File: src/rtl/cpu_pkg.sv
// rtl/cpu_pkg.sv - opcode, state and instruction helper definitions for cpu_param_core
package cpu_pkg;

   // Instruction word is {opcode[OP_W-1:0], operand[DATA_W-1:0]}
   localparam int OP_W = 4;

   localparam logic [3:0] OP_NOP    = 4'h0;
   localparam logic [3:0] OP_LOAD_A = 4'h1;
   localparam logic [3:0] OP_LOAD_B = 4'h2;
   localparam logic [3:0] OP_ADD    = 4'h3;
   localparam logic [3:0] OP_SUB    = 4'h4;
   localparam logic [3:0] OP_AND    = 4'h5;
   localparam logic [3:0] OP_OR     = 4'h6;
   localparam logic [3:0] OP_XOR    = 4'h7;
   localparam logic [3:0] OP_NOT    = 4'h8;
   localparam logic [3:0] OP_SHL    = 4'h9;
   localparam logic [3:0] OP_SHR    = 4'hA;
   localparam logic [3:0] OP_JUMP   = 4'hB;
   localparam logic [3:0] OP_JUMP_Z = 4'hC;
   localparam logic [3:0] OP_JUMP_C = 4'hD;
   localparam logic [3:0] OP_OUT    = 4'hE;
   localparam logic [3:0] OP_HALT   = 4'hF;

   typedef enum logic [2:0] {
      ST_IDLE     = 3'd0,
      ST_FETCH    = 3'd1,
      ST_EXEC     = 3'd2,
      ST_OUT_WAIT = 3'd3,
      ST_HALT     = 3'd4
   } state_t;

   // Opcodes ADD..SHR write the ALU result back to A and update the flags
   function automatic logic is_alu_op(input logic [3:0] op);
      return (op >= OP_ADD) && (op <= OP_SHR);
   endfunction

   // Caller passes c=0 when the carry flag does not exist, so JUMP_C falls through
   function automatic logic jump_taken(input logic [3:0] op, input logic z, input logic c);
      return (op == OP_JUMP) || ((op == OP_JUMP_Z) && z) || ((op == OP_JUMP_C) && c);
   endfunction

endpackage

File: src/rtl/cpu_alu.sv
// rtl/cpu_alu.sv - combinational ALU for cpu_param_core
// Purpose: computes the A-register result, zero and (with CPU_CARRY_EN) carry for opcodes ADD..SHR.
// Ports:
//   i_a, i_b  operands (DATA_W)
//   i_op      4-bit opcode
//   o_result  result, modulo 2**DATA_W
//   o_zero    result == 0
//   o_carry   carry/borrow/shifted-out bit (present only when CPU_CARRY_EN is defined)
module cpu_alu
   import cpu_pkg::*;
#(
   parameter int DATA_W = 8
) (
   input  logic [DATA_W-1:0] i_a,
   input  logic [DATA_W-1:0] i_b,
   input  logic [3:0]        i_op,
   output logic [DATA_W-1:0] o_result,
`ifdef CPU_CARRY_EN
   output logic              o_carry,
`endif
   output logic              o_zero
);

   always_comb begin
      o_result = i_a;
      case (i_op)
         OP_ADD:  o_result = i_a + i_b;
         OP_SUB:  o_result = i_a - i_b;
         OP_AND:  o_result = i_a & i_b;
         OP_OR:   o_result = i_a | i_b;
         OP_XOR:  o_result = i_a ^ i_b;
         OP_NOT:  o_result = ~i_a;
         OP_SHL:  o_result = i_a << 1;
         OP_SHR:  o_result = i_a >> 1;
         default: o_result = i_a;
      endcase
   end

   assign o_zero = (o_result == '0);

`ifdef CPU_CARRY_EN
   logic [DATA_W:0] w_sum;
   assign w_sum = {1'b0, i_a} + {1'b0, i_b};

   // Logic ops clear C; SUB reports borrow; shifts report the bit shifted out
   always_comb begin
      o_carry = 1'b0;
      case (i_op)
         OP_ADD:  o_carry = w_sum[DATA_W];
         OP_SUB:  o_carry = (i_a < i_b);
         OP_SHL:  o_carry = i_a[DATA_W-1];
         OP_SHR:  o_carry = i_a[0];
         default: o_carry = 1'b0;
      endcase
   end
`endif

endmodule

File: src/rtl/cpu_param_core.sv
// rtl/cpu_param_core.sv - parametrised accumulator CPU with writable program memory and output handshake
// Purpose: fetch/execute FSM running a program from imem; ALU results go to A; OUT presents A on a
//   valid/ready port and waits for the sink. Optional macro CPU_CARRY_EN adds the carry flag and JUMP_C.
// Ports:
//   clk, reset              clock, asynchronous active-high reset
//   start                   run from pc=0 (IDLE/HALT only)
//   imem_we/waddr/wdata     program write port (IDLE/HALT only), word = {opcode, operand}
//   out_data/valid/ready    output handshake, data held while valid
//   busy, halted            FETCH/EXEC/OUT_WAIT, HALT
//   pc_o, zero_flag, carry_flag   architectural state
module cpu_param_core
   import cpu_pkg::*;
#(
   parameter int DATA_W = 8,
   parameter int ADDR_W = 4
) (
   input  logic                  clk,
   input  logic                  reset,
   input  logic                  start,
   input  logic                  imem_we,
   input  logic [ADDR_W-1:0]     imem_waddr,
   input  logic [4+DATA_W-1:0]   imem_wdata,
   output logic [DATA_W-1:0]     out_data,
   output logic                  out_valid,
   input  logic                  out_ready,
   output logic                  busy,
   output logic                  halted,
   output logic [ADDR_W-1:0]     pc_o,
   output logic                  zero_flag,
   output logic                  carry_flag
);

   localparam int IW    = OP_W + DATA_W;
   localparam int DEPTH = 2 ** ADDR_W;

   state_t              r_state, w_state_next;
   logic [IW-1:0]       r_imem [DEPTH];
   logic [IW-1:0]       r_ir;
   logic [ADDR_W-1:0]   r_pc, w_pc_inc;
   logic [DATA_W-1:0]   r_a, r_b, r_out_data;
   logic                r_z, r_out_valid;
   logic [3:0]          w_op;
   logic [DATA_W-1:0]   w_opnd, w_alu_result;
   logic                w_alu_zero, w_carry, w_ctrl_idle;

   assign w_op        = r_ir[DATA_W +: OP_W];
   assign w_opnd      = r_ir[DATA_W-1:0];
   assign w_pc_inc    = r_pc + ADDR_W'(1);
   assign w_ctrl_idle = (r_state == ST_IDLE) || (r_state == ST_HALT);

`ifdef CPU_CARRY_EN
   logic r_c, w_alu_carry;
   assign w_carry = r_c;
`else
   assign w_carry = 1'b0;
`endif

   cpu_alu #(.DATA_W(DATA_W)) u_alu (
      .i_a      (r_a),
      .i_b      (r_b),
      .i_op     (w_op),
      .o_result (w_alu_result),
`ifdef CPU_CARRY_EN
      .o_carry  (w_alu_carry),
`endif
      .o_zero   (w_alu_zero)
   );

   // Program memory has no reset; a write coinciding with start is visible to the first FETCH
   always_ff @(posedge clk) begin
      if (imem_we && w_ctrl_idle)
         r_imem[imem_waddr] <= imem_wdata;
   end

   always_ff @(posedge clk or posedge reset) begin
      if (reset) r_state <= ST_IDLE;
      else       r_state <= w_state_next;
   end

   always_comb begin
      w_state_next = r_state;
      case (r_state)
         ST_IDLE, ST_HALT: if (start) w_state_next = ST_FETCH;
         ST_FETCH:         w_state_next = ST_EXEC;
         ST_EXEC: begin
            if (w_op == OP_OUT)       w_state_next = ST_OUT_WAIT;
            else if (w_op == OP_HALT) w_state_next = ST_HALT;
            else                      w_state_next = ST_FETCH;
         end
         ST_OUT_WAIT:      if (out_ready) w_state_next = ST_FETCH;
         default:          w_state_next = ST_IDLE;
      endcase
   end

   always_ff @(posedge clk or posedge reset) begin
      if (reset) begin
         r_pc        <= '0;
         r_ir        <= '0;
         r_a         <= '0;
         r_b         <= '0;
         r_z         <= 1'b0;
`ifdef CPU_CARRY_EN
         r_c         <= 1'b0;
`endif
         r_out_data  <= '0;
         r_out_valid <= 1'b0;
      end else begin
         case (r_state)
            ST_IDLE, ST_HALT: if (start) r_pc <= '0;
            ST_FETCH:         r_ir <= r_imem[r_pc];
            ST_EXEC: begin
               if (w_op == OP_LOAD_A) r_a <= w_opnd;
               if (w_op == OP_LOAD_B) r_b <= w_opnd;
               if (is_alu_op(w_op)) begin
                  r_a <= w_alu_result;
                  r_z <= w_alu_zero;
`ifdef CPU_CARRY_EN
                  r_c <= w_alu_carry;
`endif
               end
               // OUT advances pc only once the sink takes the data; HALT parks pc on itself
               if (w_op == OP_OUT) begin
                  r_out_data  <= r_a;
                  r_out_valid <= 1'b1;
               end else if (w_op != OP_HALT) begin
                  r_pc <= jump_taken(w_op, r_z, w_carry) ? w_opnd[ADDR_W-1:0] : w_pc_inc;
               end
            end
            ST_OUT_WAIT: begin
               if (out_ready) begin
                  r_out_valid <= 1'b0;
                  r_pc        <= w_pc_inc;
               end
            end
            default: ;
         endcase
      end
   end

   assign out_data   = r_out_data;
   assign out_valid  = r_out_valid;
   assign busy       = (r_state == ST_FETCH) || (r_state == ST_EXEC) || (r_state == ST_OUT_WAIT);
   assign halted     = (r_state == ST_HALT);
   assign pc_o       = r_pc;
   assign zero_flag  = r_z;
   assign carry_flag = w_carry;

endmodule

File: config.mk
export PLATFORM = sky130hd
export DESIGN_NAME = cpu_param_core
export DESIGN_NICKNAME = d
export VERILOG_FILES = /design/src/rtl/cpu_pkg.sv /design/src/rtl/cpu_alu.sv /design/src/rtl/cpu_param_core.sv
export SDC_FILE = /design/constraint.sdc
export NUM_CORES = 1
export LEC_CHECK = 0
export ABC_AREA = 1
export ABC_CLOCK_PERIOD_IN_PS = 6450
export CAP_MARGIN = 20
export CELL_PAD_IN_SITES_DETAIL_PLACEMENT = 2
export CELL_PAD_IN_SITES_GLOBAL_PLACEMENT = 2
export CORE_MARGIN = 3
export CORE_UTILIZATION = 25
export CTS_CLUSTER_DIAMETER = 30
export DETAILED_ROUTE_END_ITERATION = 12
export GPL_TIMING_DRIVEN = 1
export PLACE_DENSITY = 0.62
export SLEW_MARGIN = 20
export SYNTH_ARGS = -nofsm -noshare
export SYNTH_HDL_FRONTEND = slang
export SYNTH_SLANG_ARGS = --single-unit
File: constraint.sdc
create_clock -name clk -period 6.45 [get_ports clk]
set_input_delay 1.29 -clock clk [delete_from_list [all_inputs] [get_ports clk]]
set_output_delay 1.29 -clock clk [all_outputs]
set_load 0.02 [all_outputs]
==> results of run 1 <==
==> per-layer routing <==
metal | up-vias | track usage, % | wire (um)
li1 | 3747 | - | -
met1 | 3982 | 19.4 | 15200
met2 | 132 | 29.0 | 18300
met3 | 61 | 2.73 | 1390
met4 | 0 | 3.90 | 664
met5 | - | 0 | 0
==> registers in the layout, summed over array words and instances (netlist names) <==
signal,flops
out_data,8
out_valid,1
pc_o,4
r_a,8
r_b,8
r_imem,192
r_ir,12
r_state,3
zero_flag,1
==> stage by stage <==
step	utilization [%]	power, W	setup slack, ps	area (sq um)	hold WS [ps]
global placement	27.5	0.00436	2600	11600	465
detailed placement	27.6	0.00443	2600	11600	481
CTS	32.3	0.00743	2760	13600	492
global route	32.4	0.00780	2680	13600	502
finish	32.4	0.00730	2810	13600	487
floorplan	-	0.00351	3870	10700	478
==> cells in the final DEF (no fill, tap or decap), drive strengths merged <==
cell type | Yosys | final
nand3b | 2 | 2
o22ai | 59 | 59
clkbuf | 33 | 64
nor3 | 3 | 3
nand4 | 4 | 4
inv | 67 | 68
fa | 1 | 1
conb | 1 | 1
dfrtp | 45 | 45
buf | 14 | 14
clkinv | 0 | 26
bufinv | 0 | 9
and2 | 1 | 1
edfxtp | 192 | 192
a31oi | 3 | 3
nand2 | 158 | 158
ha | 25 | 25
xor2 | 6 | 6
o211ai | 6 | 6
nand3 | 41 | 41
a21oi | 11 | 11
o21ai | 170 | 170
nor2 | 179 | 179
clkdlybuf4s50 | 0 | 36
clkinvlp | 0 | 7
a32o | 1 | 1
xnor2 | 1 | 1
o2111ai | 2 | 2
o31ai | 2 | 2
==> where the power goes <==
part,total (W),leakage (nW),switching (W),internal (W)
logic,0.00237,1.80,0.00164,0.000730
registers,0.00199,2.31,0.000188,0.00180
clock network,0.00293,0.957,0.000932,0.00200
==> synthesized netlist by cell type, types with 8 or more instances <==
| cell type | instances | area share (%) |
|---|---|---|
| inv_1 | 66 | 2.3 |
| nor2_1 | 177 | 6.2 |
| a21oi_1 | 11 | 0.51 |
| o21ai_0 | 156 | 7.3 |
| nand2_1 | 156 | 5.5 |
| clkbuf_1 | 32 | 1.1 |
| buf_2 | 8 | 0.37 |
| dfrtp_1 | 45 | 11 |
| ha_1 | 25 | 2.9 |
| nand3_1 | 41 | 1.9 |
| edfxtp_1 | 192 | 54 |
| o22ai_1 | 59 | 3.4 |
| o21ai_1 | 13 | 0.61 |
==> final timing paths <==
check | start | to | cells after the start | slack (ps)
min in group asynchronous | reset | r_state[1]$_DFFE_PP0P_ | 2 | 1210
worst min-delay path | out_data[5]$_DFFE_PP0P_ | out_data[5]$_DFFE_PP0P_ | 2 | 490
worst min register to register | out_data[5]$_DFFE_PP0P_ | out_data[5]$_DFFE_PP0P_ | 2 | 490
worst max register to register | r_ir[8]$_DFFE_PP0N_ | zero_flag$_DFFE_PP0P_ | 18 | 3300
worst max-delay path | pc_o[1]$_DFFE_PP0P_ | pc_o[1] | 2 | 2810
max in group asynchronous | reset | pc_o[0]$_DFFE_PP0P_ | 2 | 4680
==> final cells by class <==
class | instances | area, sq um
multi-input combinational | 676 | 3360
clock inverter | 43 | 526
clock buffer | 64 | 1470
timing repair buffer | 50 | 469
sequential | 237 | 6890
tap | 539 | 674
fill | 4518 | 28500
inverter | 67 | 253
==> worst min-delay path: stages, from the launching register on <==
cell and delay [ps]:
dfrtp_1 340, nand2_1 50, o21ai_1 60
==> cell families (layout without fill, tap and decap cells) <==
kind of cell    after synthesis  count (layout)  share of synthesized area, %
other cells                   1               1                        0.0350
simple gates                388             388                          14.5
xor+xnor                      7               7                         0.573
flops                       237             237                          64.4
fa+ha+maj                    26              26                          3.11
compound gates              254             254                          12.9
buf+inv                     114             224                          4.42
==> out/qor_table.md, run 1 <==
| Result | Reported |
| --- | --- |
| Peak clock frequency supported by timing | 275 MHz |
| Kind of capture point of the worst setup path | output port |
| Final period utilization | 56.4% |
| Synth Instances | 1027 |
| Diodes inserted | 0 |
| Initial cell density of the core | 25.4% |
| Total wirelength of the detailed-routed design | 35500 um |
| Cells after DPL | 1567 |
| EDFF count, synth | 192 |
| Critical Path Start Type | flop |
| Flops & latches, synth | 237 |
| Total number of vias | 7922 |
| Via-per-instance ratio | 4.73 |
| Total of buffers placed on input and output ports | 36 |
| Clock tree root buffer cell | clkbuf_16 |
| Number of hold buffers added after CTS | 0 |
| Resize count post-CTS | 0 |
| Max Clock Skew | 34.3 ps |
| DPL Wire Length | 23800 um |
| Shortest clock period the worst path allows after layout | 3640 ps |
| Yosys cell types | 33 |
| Min-Delay Path Class | flop to flop |
| Number of rows in the core area | 75 |
| Overflow left after global routing | 0 |
| Slowest stage delay, CP | 740 ps |
| Detailed router's first-iteration violation count | 492 |
| Result of the run | finished clean |
| Non-Filler Instances | 1676 |
| Post-CTS clock slew at the launch and capture registers of the worst setup and hold paths | 40 ps |
| Power per cell area | 535 nW/um^2 |
| Total Negative Setup Slacks | 0 ps |
| Crit-path slowest cell | dfrtp_2 |
| Measured slew at the worst slew-check pin | 1000 ps |
| Final slew viol count | 0 |
| Number of endpoints failing setup at the final stage | 0 |
| Post-DR wirelength/cell | 21.2 um |
| IO Pins | 38 |
| Area of the mapped netlist | 10700 sq um |
| Area delta synth->final | 27.6% |
| Antenna violations before repair | 0 |
| Nets | 1136 |
| GP Congestion | 0.750 |
| Peak supply drop | 0.000229 V |
| Insertion delay of the later-clocked pin in the worst-skew pair | 590 ps |
| Setup repair bufs after CTS | 0 |
| First-pass DRT Iterations | 4 |
| CTS Sinks | 237 |
| Crit path cell chain | buf_4 > clkdlybuf4s50_1 |
| Warnings from Yosys | 0 |
| DRC violation count after routing | 0 |
| Floorplan die area | 45300 sq um |
| Relative max-transition margin | 32.9% |
| Bufs and invs on worst path | 2 |
| Via count of the first global-routing pass | 8906 |
| Std-Cell Core Area | 42100 sq um |
| Maximum fanout along the worst path | 32 |
| Nets in the synthesized netlist | 1074 |
| Pin count of the biggest net entering global routing | 49 |
| Final hold violations | 0 |
| Num CTS Buffers | 57 |
| RSZ-0062 raised after global routing | false |
| Fraction of registers with async set or reset after synthesis | 19.0% |
| Data required, critical path | 5160 ps |
| Most used flip-flop cell after synthesis | edfxtp_1 |
| Total routing resource utilization after global routing | 15.9% |
| Kind of cell adding the most delay to the critical path | buffers and inverters |
| Arrival time at the worst endpoint | 2350 ps |
| Share of post-route cells with drive strength above 1 | 11.1% |
| Global-route wire length before repair | 54400 um |
| Synth Area per Inst | 10.4 sq um |
| Leakage power | 5.07 nW |
| Number of buffers on the longest clock path | 3 |
| Remaining antenna violation count after routing | 0 |
| TritonCTS clock tree | yes |
| Horizontal die dimension | 213 um |
| Height of the chip | 213 um |
| H-tree levels | 2 |
| Number of max-cap violations | 0 |
| Crit Path Category | flop to output port |
| Post-synthesis sequential area ratio | 64.4% |
No activity file was read; power rests on OpenSTA's default activity.
==> inputs of run 2 (changes only) <==
Settings changed: ABC_CLOCK_PERIOD_IN_PS 6450 to 3800.
Clock period 6.45 ns to 3.8 ns, I/O delays scaled along.
==> out/qor_table.md, run 2 (same netlist as run 1, synthesis figures left out) <==
| Result | Reported | Delta |
| --- | --- | --- |
| Fill count | 4505 | -0.29% |
| Height of the chip | 213 um | unchanged |
| Std-Cell Core Area | 42100 sq um | unchanged |
| Kind of capture point of the worst setup path | output port |  |
| Global-route wire length before repair | 56100 um | +3.2% |
| Number of endpoints failing setup at the final stage | 0 | unchanged |
| Total Negative Setup Slacks | 0 ps | unchanged |
| Number of max-cap violations | 0 | unchanged |
| Final slew viol count | 0 | unchanged |
| Maximum fanout along the worst path | 32 | unchanged |
| GP Congestion | 0.814 | +8.6% |
| DRC violation count after routing | 0 | unchanged |
| Diodes inserted | 0 | unchanged |
| Final hold violations | 0 | unchanged |
| First-pass DRT Iterations | 5 | +1 |
| Nets | 1152 | +1.4% |
| Fin area | 13900 sq um | +2.0% |
| Via-per-instance ratio | 4.81 | +1.9% |
| Resize count post-CTS | 0 | unchanged |
| Antenna violations before repair | 0 | unchanged |
| Insertion delay of the later-clocked pin in the worst-skew pair | 600 ps | about the same |
| H-tree levels | 2 | unchanged |
| Horizontal die dimension | 213 um | unchanged |
| Leakage power | 5.23 nW | +3.2% |
| Dpl ws | 926 ps | -1670 ps |
| Overflow left after global routing | 0 | unchanged |
| Min-Delay Path Class | flop to flop |  |
| Total number of vias | 8161 | +3.0% |
| Remaining antenna violation count after routing | 0 | unchanged |
| Post-DR wirelength/cell | 21.0 um | -0.73% |
| Number of buffers on the longest clock path | 3 | unchanged |
| CTS Sinks | 237 | unchanged |
| Critical Path Start Type | flop |  |
| Non-Filler Instances | 1695 | +1.1% |
| Pin count of the biggest net entering global routing | 60 | +22% |
| Total routing resource utilization after global routing | 16.1% | +0.28 points |
| Via count of the first global-routing pass | 9146 | +2.7% |
| IO Pins | 38 | unchanged |
| Clock tree root buffer cell | clkbuf_16 |  |
| FF-to-FF Start | r_ir[8]$_DFFE_PP0N_ |  |
| RSZ-0062 raised after global routing | false |  |
| Commonest non-fill, non-tap cell in the layout | edfxtp_1 |  |
| Top flop regs | r_imem (192), r_ir (12) |  |
| Measured slew at the worst slew-check pin | 848 ps | -155 ps |
| Data required, critical path | 3040 ps | -2120 ps |
| Hold Crit Start | out_data[2]$_DFFE_PP0P_ |  |
| Result of the run | finished clean |  |
| Setup repair bufs after CTS | 0 | unchanged |
| Total wirelength of the detailed-routed design | 35600 um | +0.40% |
| Smallest setup slack after layout | 912 ps | -1900 ps |
| Relative max-transition margin | 43.4% | +11 points |
| Max reg flops | 192 | unchanged |
| Worst Setup SP | pc_o[1]$_DFFE_PP0P_ |  |
| Number of rows in the core area | 75 | unchanged |
| Final period utilization | 76.0% |  |
| Register containing the most flip-flops in the final layout | r_imem |  |
| TritonCTS clock tree | yes |  |
| Area delta synth->final | 30.1% |  |
| Detailed router's first-iteration violation count | 428 | -13% |
| Crit Path Category | flop to output port |  |
| Share of post-route cells with drive strength above 1 | 11.8% | +0.68 points |
| Worst hold slack after final layout | 484 ps | -3.03 ps |
| Max Clock Skew | 39.3 ps | +4.98 ps |
| Cells after DPL | 1581 | +0.89% |
| DPL Wire Length | 22600 um | -5.0% |
| Initial cell density of the core | 25.4% | unchanged |
| Most frequent cells in the layout | edfxtp_1, nor2_1, nand2_1, o21ai_0, inv_1 |  |
| Total of buffers placed on input and output ports | 36 | unchanged |
| Cell area after placement | 11700 sq um | +1.1% |
| Peak clock frequency supported by timing | 346 MHz |  |
| Post-CTS clock slew at the launch and capture registers of the worst setup and hold paths | 40 ps | about the same |
| Shortest clock period the worst path allows after layout | 2890 ps |  |
| Arrival time at the worst endpoint | 2130 ps | -220 ps |
| Peak supply drop | 0.000396 V | +73% |
| Number of hold buffers added after CTS | 0 | unchanged |
| Power per cell area | 919 nW/um^2 | +72% |
| Num CTS Buffers | 61 | +7.0% |
| Floorplan die area | 45300 sq um | unchanged |
==> run 2: cell count changes in the layout (fill, tap and decap cells not counted), sizes merged <==
cell / before / now
buf: 14 / 26
bufinv: 9 / 12
clkbuf: 64 / 67
inv: 68 / 69
==> run 2: layout make-up <==
type	instances	area (sq um)	area share (%)
clock buffer	67	1570	11.3
clock inverter	47	607	4.36
inverter	67	251	1.81
multi-input combinational	676	3340	24.0
sequential	237	6890	49.5
tap	539	674	4.85
timing repair buffer	62	581	4.17
==> run 2: power breakdown <==
part / internal (W) / switching [W] / leakage (nW) / total (W)
logic: 0.00127 / 0.00278 / 1.87 / 0.00405
clock network: 0.00377 / 0.00165 / 1.05 / 0.00542
registers: 0.00306 / 0.000264 / 2.31 / 0.00333
total: 0.00810 / 0.00470 / 5.23 / 0.0128
==> run 2: path summary, 6_finish.rpt <==
path	end	slack [ps]	cells after the start
min in group asynchronous	out_data[5]$_DFFE_PP0P_	700	2
worst min-delay path	out_data[2]$_DFFE_PP0P_	480	2
worst min register to register	out_data[2]$_DFFE_PP0P_	480	2
worst max register to register	r_a[7]$_DFFE_PP0P_	930	16
max in group asynchronous	r_b[1]$_DFFE_PP0P_	2390	3
worst max-delay path	pc_o[1]	910	2
==> run 2: metrics by stage <==
| step | total power (W) | utilization (%) |
|---|---|---|
| after floorplan | 0.00596 | - |
| after global placement | 0.00735 | 27.9 |
| after detailed placement | 0.00742 | 27.9 |
| after CTS | 0.0130 | 33.0 |
| after global routing | 0.0137 | 33.0 |
| final | 0.0128 | 33.0 |
==> run 2: worst max-delay path, stage by stage, from the launching register on <==
cell	delay, ps
dfrtp_2	650
buf_12	260
clkdlybuf4s50_1	640
==> run 2: routing by layer <==
metal | global-route usage [%] | part of all wire [%] | vias to the layer above
li1 | - | - | 3775
met1 | 20.7 | 45 | 4165
met2 | 28.0 | 49 | 152
met3 | 3.11 | 3.9 | 69
met4 | 4.11 | 2.2 | 0
met5 | 0 | 0 | -
==> inputs of run 3 (changes only) <==
Settings changed: ABC_CLOCK_PERIOD_IN_PS 3800 to 2600, PLACE_DENSITY 0.62 to 0.64.
Clock period 3.8 ns to 2.6 ns, I/O delays scaled along.
==> out/qor_table.md, run 3 (same netlist as run 1, synthesis figures left out) <==
| Result | Reported | Delta |
| --- | --- | --- |
| Number of hold buffers added after CTS | 0 | unchanged |
| Number of endpoints failing setup at the final stage | 0 | unchanged |
| Horizontal die dimension | 213 um | unchanged |
| GP Congestion | 0.799 | -1.9% |
| Total of buffers placed on input and output ports | 36 | unchanged |
| Pin count of the biggest net entering global routing | 98 | +63% |
| Floorplan die area | 45300 sq um | unchanged |
| Worst Setup SP | pc_o[1]$_DFFE_PP0P_ |  |
| Peak supply drop | 0.000647 V | +63% |
| Kind of capture point of the worst setup path | output port |  |
| Final period utilization | 94.3% |  |
| Total design power | 0.0191 W | +49% |
| Clock tree root buffer cell | clkbuf_16 |  |
| Data required, critical path | 2080 ps | -960 ps |
| Leakage power | 5.44 nW | +4.0% |
| Fill count | 4463 | -0.93% |
| Maximum fanout along the worst path | 11 | -66% |
| First-pass DRT Iterations | 4 | -1 |
| Initial cell density of the core | 25.4% | unchanged |
| Antenna violations before repair | 0 | unchanged |
| Max Clock Skew | 48.9 ps | +9.61 ps |
| Result of the run | finished clean |  |
| Total routing resource utilization after global routing | 16.0% | -0.14 points |
| Combined area of the multi-input logic cells | 3440 sq um | +3.1% |
| Relative max-transition margin | 56.9% | +13 points |
| RSZ-0062 raised after global routing | true |  |
| Crit path cell chain | buf_4 > clkdlybuf4s50_1 |  |
| TritonCTS clock tree | yes |  |
| Insertion delay of the later-clocked pin in the worst-skew pair | 610 ps | about the same |
| Via count of the first global-routing pass | 9152 | +0.066% |
| Min-Delay Path Class | input port to async pin |  |
| Shortest clock period the worst path allows after layout | 2450 ps |  |
| H-tree levels | 2 | unchanged |
| Final slew viol count | 0 | unchanged |
| FF-to-FF Start | r_b[0]$_DFFE_PP0P_ |  |
| Post-CTS clock slew at the launch and capture registers of the worst setup and hold paths | 40 ps | about the same |
| Num CTS Buffers | 59 | -3.3% |
| Diodes inserted | 0 | unchanged |
| Std-Cell Core Area | 42100 sq um | unchanged |
| Commonest non-fill, non-tap cell in the layout | edfxtp_1 |  |
| Overflow left after global routing | 0 | unchanged |
| Global-route wire length before repair | 55200 um | -1.5% |
| DRC violation count after routing | 0 | unchanged |
| Cell area after placement | 12200 sq um | +3.9% |
| DPL Wire Length | 22900 um | +1.3% |
| Crit-path slowest cell | clkdlybuf4s50_1 |  |
| Detailed router's first-iteration violation count | 369 | -14% |
| Area delta synth->final | 34.8% |  |
| Max reg flops | 192 | unchanged |
| CTS Sinks | 237 | unchanged |
| Total number of vias | 8217 | +0.69% |
| Arrival time at the worst endpoint | 1930 ps | -200 ps |
| Number of max-cap violations | 0 | unchanged |
| Most frequent cells in the layout | edfxtp_1, nor2_1, o21ai_0 |  |
| Measured slew at the worst slew-check pin | 645 ps | -203 ps |
| Slowest stage delay, CP | 630 ps | -20 ps |
| Total wirelength of the detailed-routed design | 35500 um | -0.42% |
| Via-per-instance ratio | 4.75 | -1.3% |
| Power per cell area | 1330 nW/um^2 | +44% |
| Post-DR wirelength/cell | 20.5 um | -2.4% |
| Number of rows in the core area | 75 | unchanged |
| Nets | 1189 | +3.2% |
| FF/Latch Area | 6890 sq um | unchanged |
| Register containing the most flip-flops in the final layout | r_imem |  |
| Crit Path Category | flop to output port |  |
| Final hold violations | 0 | unchanged |
| Remaining antenna violation count after routing | 0 | unchanged |
| Number of buffers on the longest clock path | 3 | unchanged |
| Critical Path Start Type | flop |  |
| Fin area | 14400 sq um | +3.6% |
| Peak clock frequency supported by timing | 408 MHz |  |
| IO Pins | 38 | unchanged |
| Height of the chip | 213 um | unchanged |
| Share of post-route cells with drive strength above 1 | 15.9% | +4.1 points |
| Top flop regs | r_imem (192), r_ir (12) |  |
-- run 3: worst max-delay path, delay by kind of cell (launching register included) --
family	cells	cell delay (ps)
flip-flops	1	500
buffers and inverters	2	860
-- run 3: report_power, final --
group | total, W | internal, W | switching, W
combinational | 0.00666 | 0.00232 | 0.00434
clock | 0.00765 | 0.00530 | 0.00235
sequential | 0.00480 | 0.00448 | 0.000321
-- run 3: final cells by class --
type / count / share of cell area (%)
multi-input cells: 676 / 23.9
clock inverters: 47 / 4.21
inverters: 67 / 1.74
well taps: 539 / 4.68
clock buffers: 62 / 10.3
repair buffers: 101 / 7.35
flip-flops and latches: 237 / 47.8
-- run 3: metal layers --
metal  vias to the layer above  part of all wire (%)  wire [um]  global-route usage [%]
met5                         -                     0          0                       0
met4                         0                   1.5        539                    4.59
li1                       3859                     -          -                       -
met2                       122                    49      17400                    27.1
met1                      4194                    46      16400                    21.1
met3                        42                   3.3       1160                    2.79
-- run 3: worst paths after layout --
kind	end	slack (ps)	depth (start not counted)
hold / removal	out_data[2]$_DFFE_PP0P_	290	2
setup / recovery	pc_o[1]	150	2
min in group clk	out_data[2]$_DFFE_PP0P_	480	2
hold reg to reg	out_data[2]$_DFFE_PP0P_	480	2
setup reg to reg	zero_flag$_DFFE_PP0P_	170	17
max in group asynchronous	pc_o[1]$_DFFE_PP0P_	1760	3
-- run 3: stage by stage --
step / instances / hold slack, ps / setup slack (ps) / setup TNS (ps) / util, %
2_1_floorplan: 1027 / 478 / 274 / 0 / -
6_report: 1729 / 288 / 147 / 0 / 34.2
3_3_place_gp: 1617 / 470 / 94.2 / 0 / 28.9
3_5_place_dp: 1617 / 476 / 15.5 / 0 / 28.9
4_1_cts: 1726 / 294 / 6.13 / 0 / 33.9
5_1_grt: 1729 / 327 / -71.6 / -142 / 34.2
-- run 3: what timing repair did --
action	CTS	global route
pin swaps	0	9
gates resized for setup	2	22
cloned	0	0
buffers inserted	0	3
setup endpoints to repair	2	6
